$ cat src/rtl/bias_pkg.sv
// Shared constants and the saturating-add helper for the bias-add datapath.
// The helper works on a wide signed carrier so one function serves any lane width.
package bias_pkg;

    localparam int DATA_W = 18;
    localparam int CALC_W = 64;

    localparam logic [DATA_W-1:0] SAT_MAX = {1'b0, {(DATA_W-1){1'b1}}};
    localparam logic [DATA_W-1:0] SAT_MIN = {1'b1, {(DATA_W-1){1'b0}}};

    // a and b are sign-extended w-bit values; the result is clamped to the w-bit range.
    function automatic logic [CALC_W-1:0] sat_add(
        input logic [CALC_W-1:0] a,
        input logic [CALC_W-1:0] b,
        input int unsigned       w
    );
        logic signed [CALC_W-1:0] s;
        logic signed [CALC_W-1:0] hi;
        logic signed [CALC_W-1:0] lo;
        s  = $signed(a) + $signed(b);
        hi = $signed((CALC_W'(1) << (w - 1)) - CALC_W'(1));
        lo = -$signed(CALC_W'(1) << (w - 1));
        if (s > hi) begin
            return hi;
        end else if (s < lo) begin
            return lo;
        end
        return s;
    endfunction

endpackage

$ cat src/rtl/bias_lane.sv
// One lane of the bias stage: saturating add of accumulator and bias, then optional ReLU.
// Purely combinational; the top registers the result on accept.
module bias_lane
    import bias_pkg::*;
#(
    parameter int DATA_W = bias_pkg::DATA_W
) (
    input  logic [DATA_W-1:0] acc,
    input  logic [DATA_W-1:0] bias,
    input  logic              relu_en,
    output logic [DATA_W-1:0] result
);

    logic [DATA_W-1:0] sat;

    assign sat = DATA_W'(sat_add({{(CALC_W-DATA_W){acc[DATA_W-1]}}, acc},
                                 {{(CALC_W-DATA_W){bias[DATA_W-1]}}, bias},
                                 DATA_W));

    // ReLU follows saturation so a clamped negative still becomes zero.
    assign result = (relu_en && sat[DATA_W-1]) ? '0 : sat;

endmodule

$ cat src/rtl/bias_add_stage.sv
// Adds a per-group, runtime-loadable bias vector to each adder-tree output beat,
// with saturation and optional ReLU, behind a one-deep valid/ready output register.
module bias_add_stage
    import bias_pkg::*;
#(
    parameter int N_adder_tree = 16,
    parameter int DATA_W       = bias_pkg::DATA_W,
    parameter int N_GROUPS     = 4,
    parameter int GRP_W        = (N_GROUPS > 1) ? $clog2(N_GROUPS) : 1
) (
    input  logic                           clk,
    input  logic                           rst,
    input  logic                           relu_en,
    input  logic                           grp_clr,
    input  logic                           bias_wr_en,
    input  logic [GRP_W-1:0]               bias_wr_grp,
    input  logic [N_adder_tree*DATA_W-1:0] bias_wr_data,
    input  logic                           in_valid,
    output logic                           in_ready,
    input  logic [N_adder_tree*DATA_W-1:0] in_data,
    output logic                           out_valid,
    input  logic                           out_ready,
    output logic [N_adder_tree*DATA_W-1:0] out_data,
    output logic [GRP_W-1:0]               out_grp,
    output logic                           out_last
);

    localparam int               VEC_W    = N_adder_tree * DATA_W;
    localparam logic [GRP_W-1:0] LAST_GRP = GRP_W'(N_GROUPS - 1);

    logic [VEC_W-1:0] bias_mem [N_GROUPS];
    logic [VEC_W-1:0] bias_cur;
    logic [VEC_W-1:0] lane_sum;

    logic [GRP_W-1:0] grp_reg;
    logic [GRP_W-1:0] grp_next;

    logic             out_valid_reg;
    logic [VEC_W-1:0] out_data_reg;
    logic [GRP_W-1:0] out_grp_reg;
    logic             out_last_reg;

    logic             accept;

    assign in_ready = !out_valid_reg || out_ready;
    assign accept   = in_valid && in_ready;

    // Combinational read of the current group: a same-edge write is seen only by later beats.
    assign bias_cur = bias_mem[grp_reg];

    generate
        for (genvar gi = 0; gi < N_GROUPS; gi++) begin : g_bias_entry
            always_ff @(posedge clk or posedge rst) begin
                if (rst) begin
                    bias_mem[gi] <= '0;
                end else if (bias_wr_en && (bias_wr_grp == GRP_W'(gi))) begin
                    bias_mem[gi] <= bias_wr_data;
                end
            end
        end

        for (genvar gi = 0; gi < N_adder_tree; gi++) begin : g_lane
            bias_lane #(
                .DATA_W (DATA_W)
            ) u_lane (
                .acc     (in_data[DATA_W*gi +: DATA_W]),
                .bias    (bias_cur[DATA_W*gi +: DATA_W]),
                .relu_en (relu_en),
                .result  (lane_sum[DATA_W*gi +: DATA_W])
            );
        end
    endgenerate

    // Clear wins over the post-accept increment.
    always_comb begin
        grp_next = grp_reg;
        if (grp_clr) begin
            grp_next = '0;
        end else if (accept) begin
            grp_next = (grp_reg == LAST_GRP) ? '0 : grp_reg + GRP_W'(1);
        end
    end

    always_ff @(posedge clk or posedge rst) begin
        if (rst) begin
            grp_reg       <= '0;
            out_valid_reg <= 1'b0;
            out_data_reg  <= '0;
            out_grp_reg   <= '0;
            out_last_reg  <= 1'b0;
        end else begin
            grp_reg <= grp_next;
            if (in_ready) begin
                out_valid_reg <= in_valid;
            end
            if (accept) begin
                out_data_reg <= lane_sum;
                out_grp_reg  <= grp_reg;
                out_last_reg <= (grp_reg == LAST_GRP);
            end
        end
    end

    assign out_valid = out_valid_reg;
    assign out_data  = out_data_reg;
    assign out_grp   = out_grp_reg;
    assign out_last  = out_last_reg;

endmodule

$ cat config.mk
export PLATFORM = sky130hd
export DESIGN_NAME = bias_add_stage
export DESIGN_NICKNAME = d
export VERILOG_FILES = /design/src/rtl/bias_pkg.sv /design/src/rtl/bias_lane.sv /design/src/rtl/bias_add_stage.sv
export SDC_FILE = /design/constraint.sdc
export NUM_CORES = 2
export LEC_CHECK = 0
export BUFFER_PORTS_ARGS = -buffer_cell sky130_fd_sc_hd__clkbuf_2
export CAP_MARGIN = 20
export CORE_MARGIN = 2
export CORE_UTILIZATION = 40
export CTS_CLUSTER_DIAMETER = 200
export DETAILED_ROUTE_END_ITERATION = 8
export PLACE_DENSITY_LB_ADDON = 0.15
export SLEW_MARGIN = 20
export SYNTH_ARGS = -nofsm -noshare
export SYNTH_HDL_FRONTEND = slang
export SYNTH_SLANG_ARGS = --single-unit
export TNS_END_PERCENT = 5
$ cat constraint.sdc
create_clock -name clk -period 43.4 [get_ports clk]
set_clock_uncertainty 0.15 [all_clocks]
set_input_delay 4.34 -clock clk [delete_from_list [all_inputs] [get_ports clk]]
set_output_delay 4.34 -clock clk [all_outputs]
set_load 0.01 [all_outputs]
==> metrics <==
CTS H-Tree Depth 4; fin crit share 0.214; root buffer cell clkbuf_16; cts bufs inserted about 170; GRT Overall Usage 0.228; Max Slew Vio Count 0; Num Clock Sinks between 1000 and 1500; DR vias/cell roughly 5.5; Critical Path RT around 39 ns; Max Cap Violations 0; final hold vios 0; Synth Register Bits 1446; drt initial violations between 2000 and 3000; PortBufs approximately 880; CP startpoint kind input pin; Cell Pwr Density about 57 mW/mm^2; net count after synthesis about 6500; clk_lat worst skew ~0.80 ns; R2R Setup Slk 36.35 ns; Synth Area in Compound Gates 0.0969; post-synthesis sequential area ratio 0.491; WS Path Type input pin to output pin; Netlist cell types 92; die area roughly 0.19 mm^2; initial antenna violation count approximately 110; final setup fails 0; CTS Hold Bufs 0; Longest Clk Path Bufs 3; DPL Wire Length 154 mm; vias 50100; core area about 0.18 mm^2; drt first pass iters 5; share of layout cells above drive strength 1 0.411; Leak ~38 nW; post-synthesis xor/xnor area fraction 0.0266; DRC violations left 0; commonest non-fill, non-tap cell in the layout dfrtp_1; asr flop ratio synth 1.00; Power Total slightly below 5 mW; fmax 0.108 GHz; Synth-to-Final Area Change 17.4%; Largest register FFs ~1200; simple-gate share of the synthesized area 0.0474; min Tclk post-route 9.30 ns; fin nets 7360; Worst EP arrival 4.81 ns; vias in the first global route between 50000 and 60000; reg2reg path depth 13; hold worst-path end out_data[191]$_DFFE_PP0P_; Initial Util 0.403; GP Congestion about 0.91; mux share of post-synthesis cell area 0.264; GRT overflow 0; Die Ht between 400 and 500 um; largest family of logic cells by synthesized area multiplexers; # IOs around 880; TNS Setup 0 ns; Critical Path End Type output pin; critical path peak fanout 4; Worst Hold Path Cells 2; Worst Tran Pin Value between 1 and 1.5 ns; Chip Width between 400 and 500 um; Hold Crit Class flip-flop to flip-flop; Mapped Cells roughly 5600; PostCTS Resize Cnt 0; yosys warns 0; maximum VDD drop roughly 0.037 mV; first-pass GRT wire length around 330 mm; syn_area_per_cell between 10 and 15 um^2; Most used DFF post-synth dfrtp_1; RSZ-0062 raised after global routing false; Critical R2R Launch grp_reg[0]$_DFFE_PP0P_; dpl cell area about 0.081 mm^2; CTS tree built; outcome complete, no violations; CTS clock-pin slew for the worst setup and hold paths around 0.06 ns; mapped cell area around 0.074 mm^2; Adder-Cell Fraction of Synth Area 0.0534; Rel. slew slack 0.255; FF-to-FF End out_data[122]$_DFFE_PP0P_; Post-synth EDFFs 0; Routed WL between 200 and 250 mm; most frequent cells in the layout dfrtp_1, mux2_2, clkbuf_2; Hold Crit Start out_data[191]$_DFFE_PP0P_; row cnt 157; largest net degree at the start of global routing approximately 160; Post-DRT Antenna Nets 0; cell area after layout slightly below 0.09 mm^2; drt wl/cell about 24 um; post-CTS setup buffer count 0
## cell families (layout without fill, tap and decap cells)
kind of cell / count (synthesis) / in the layout
other cells: 0 / 37
compound gates: 1068 / 1068
buf+inv: 391 / 1358
xor+xnor: 223 / 223
fa+ha+maj: 305 / 305
simple gates: 759 / 759
mux: 1442 / 1442
flops: 1446 / 1446
## layout make-up
class,instances,area [um^2]
flip-flops and latches,1446,36200
clock buffers,243,4950
repair buffers,944,5030
inverters,112,424
well taps,2464,3080
multi-input cells,3797,36100
clock inverters,59,701
diodes,37,92.6
fillers,16700,96600
## Yosys cell counts, drive strengths merged, types with 7 or more instances
master      n  area, um^2
clkbuf    198         743
o31ai      16         130
nor2      219         825
and2       15        96.4
nand3b      9        67.6
xor2       70         613
fa         16         320
o2111ai    11        96.3
a22o       19         169
buf        81         368
a21boi     13         101
ha        289        3620
o211ai     25         193
or3        12        75.1
a2111oi     8        70.1
a31oi      24         150
o21bai     19         143
nor3       31         160
a221o     120        1210
a41oi       8        70.1
nor2b      38         238
o21ai     283        1430
nand4      16         100
mux4      288        6490
or2        14        87.6
mux2     1152       13000
nand3      49         245
and3       17         111
xnor2     153        1350
o22ai       8        56.3
o21a       42         315
dfrtp    1446       36200
a31o        8        70.1
a211oi     22         170
or4         7        52.6
nand2b     44         275
a21o      123         931
inv       112         420
nand2     269        1010
a21oi     267        1340
## per-stage QoR
| step | hold slack [ns] | cells | worst slack (ns) | util |
|---|---|---|---|---|
| final | 0.319 | 9102 | 34.10 | 0.473 |
| after global routing | 0.339 | 9100 | 34.06 | 0.473 |
| after CTS | 0.321 | 9064 | 34.10 | 0.472 |
| after detailed placement | 0.308 | 8762 | 34.11 | 0.441 |
| after global placement | 0.302 | 8762 | 34.09 | 0.441 |
| after floorplan | 0.324 | 5634 | 18.89 | - |
## metal layers
metal | up-vias | global-route usage | routed length, um
met5 | - | 0 | 400
li1 | 22700 | - | -
met4 | 60 | 0.100 | 9490
met1 | 25700 | 0.286 | 90000
met2 | 1112 | 0.383 | 108000
met3 | 454 | 0.0439 | 9860
## report_power, final
| part | leakage [nW] | total [mW] | switching (mW) | internal (mW) |
|---|---|---|---|---|
| registers | 17.2 | 1.86 | 0.179 | 1.68 |
| logic | 18.4 | 1.59 | 0.844 | 0.747 |
| clock network | 2.77 | 1.45 | 0.585 | 0.863 |
| total | 38.4 | 4.90 | 1.61 | 3.29 |
## critical path: stages
cell and delay [ns]:
clkbuf_2 0.07, nand2b_1 0.22, clkbuf_2 0.18
## worst max path at each step
stage	startpoint	slack, ns	endpoint	cells after the start
after floorplan	rst	18.89	bias_mem[0]$_DFFE_PP0P_	1
after global placement	out_ready	34.09	in_ready	3
after detailed placement	out_ready	34.11	in_ready	3
after CTS	out_ready	34.10	in_ready	3
after global routing	out_ready	34.06	in_ready	3
final	out_ready	34.10	in_ready	3
(Power assumes the default switching activity.)
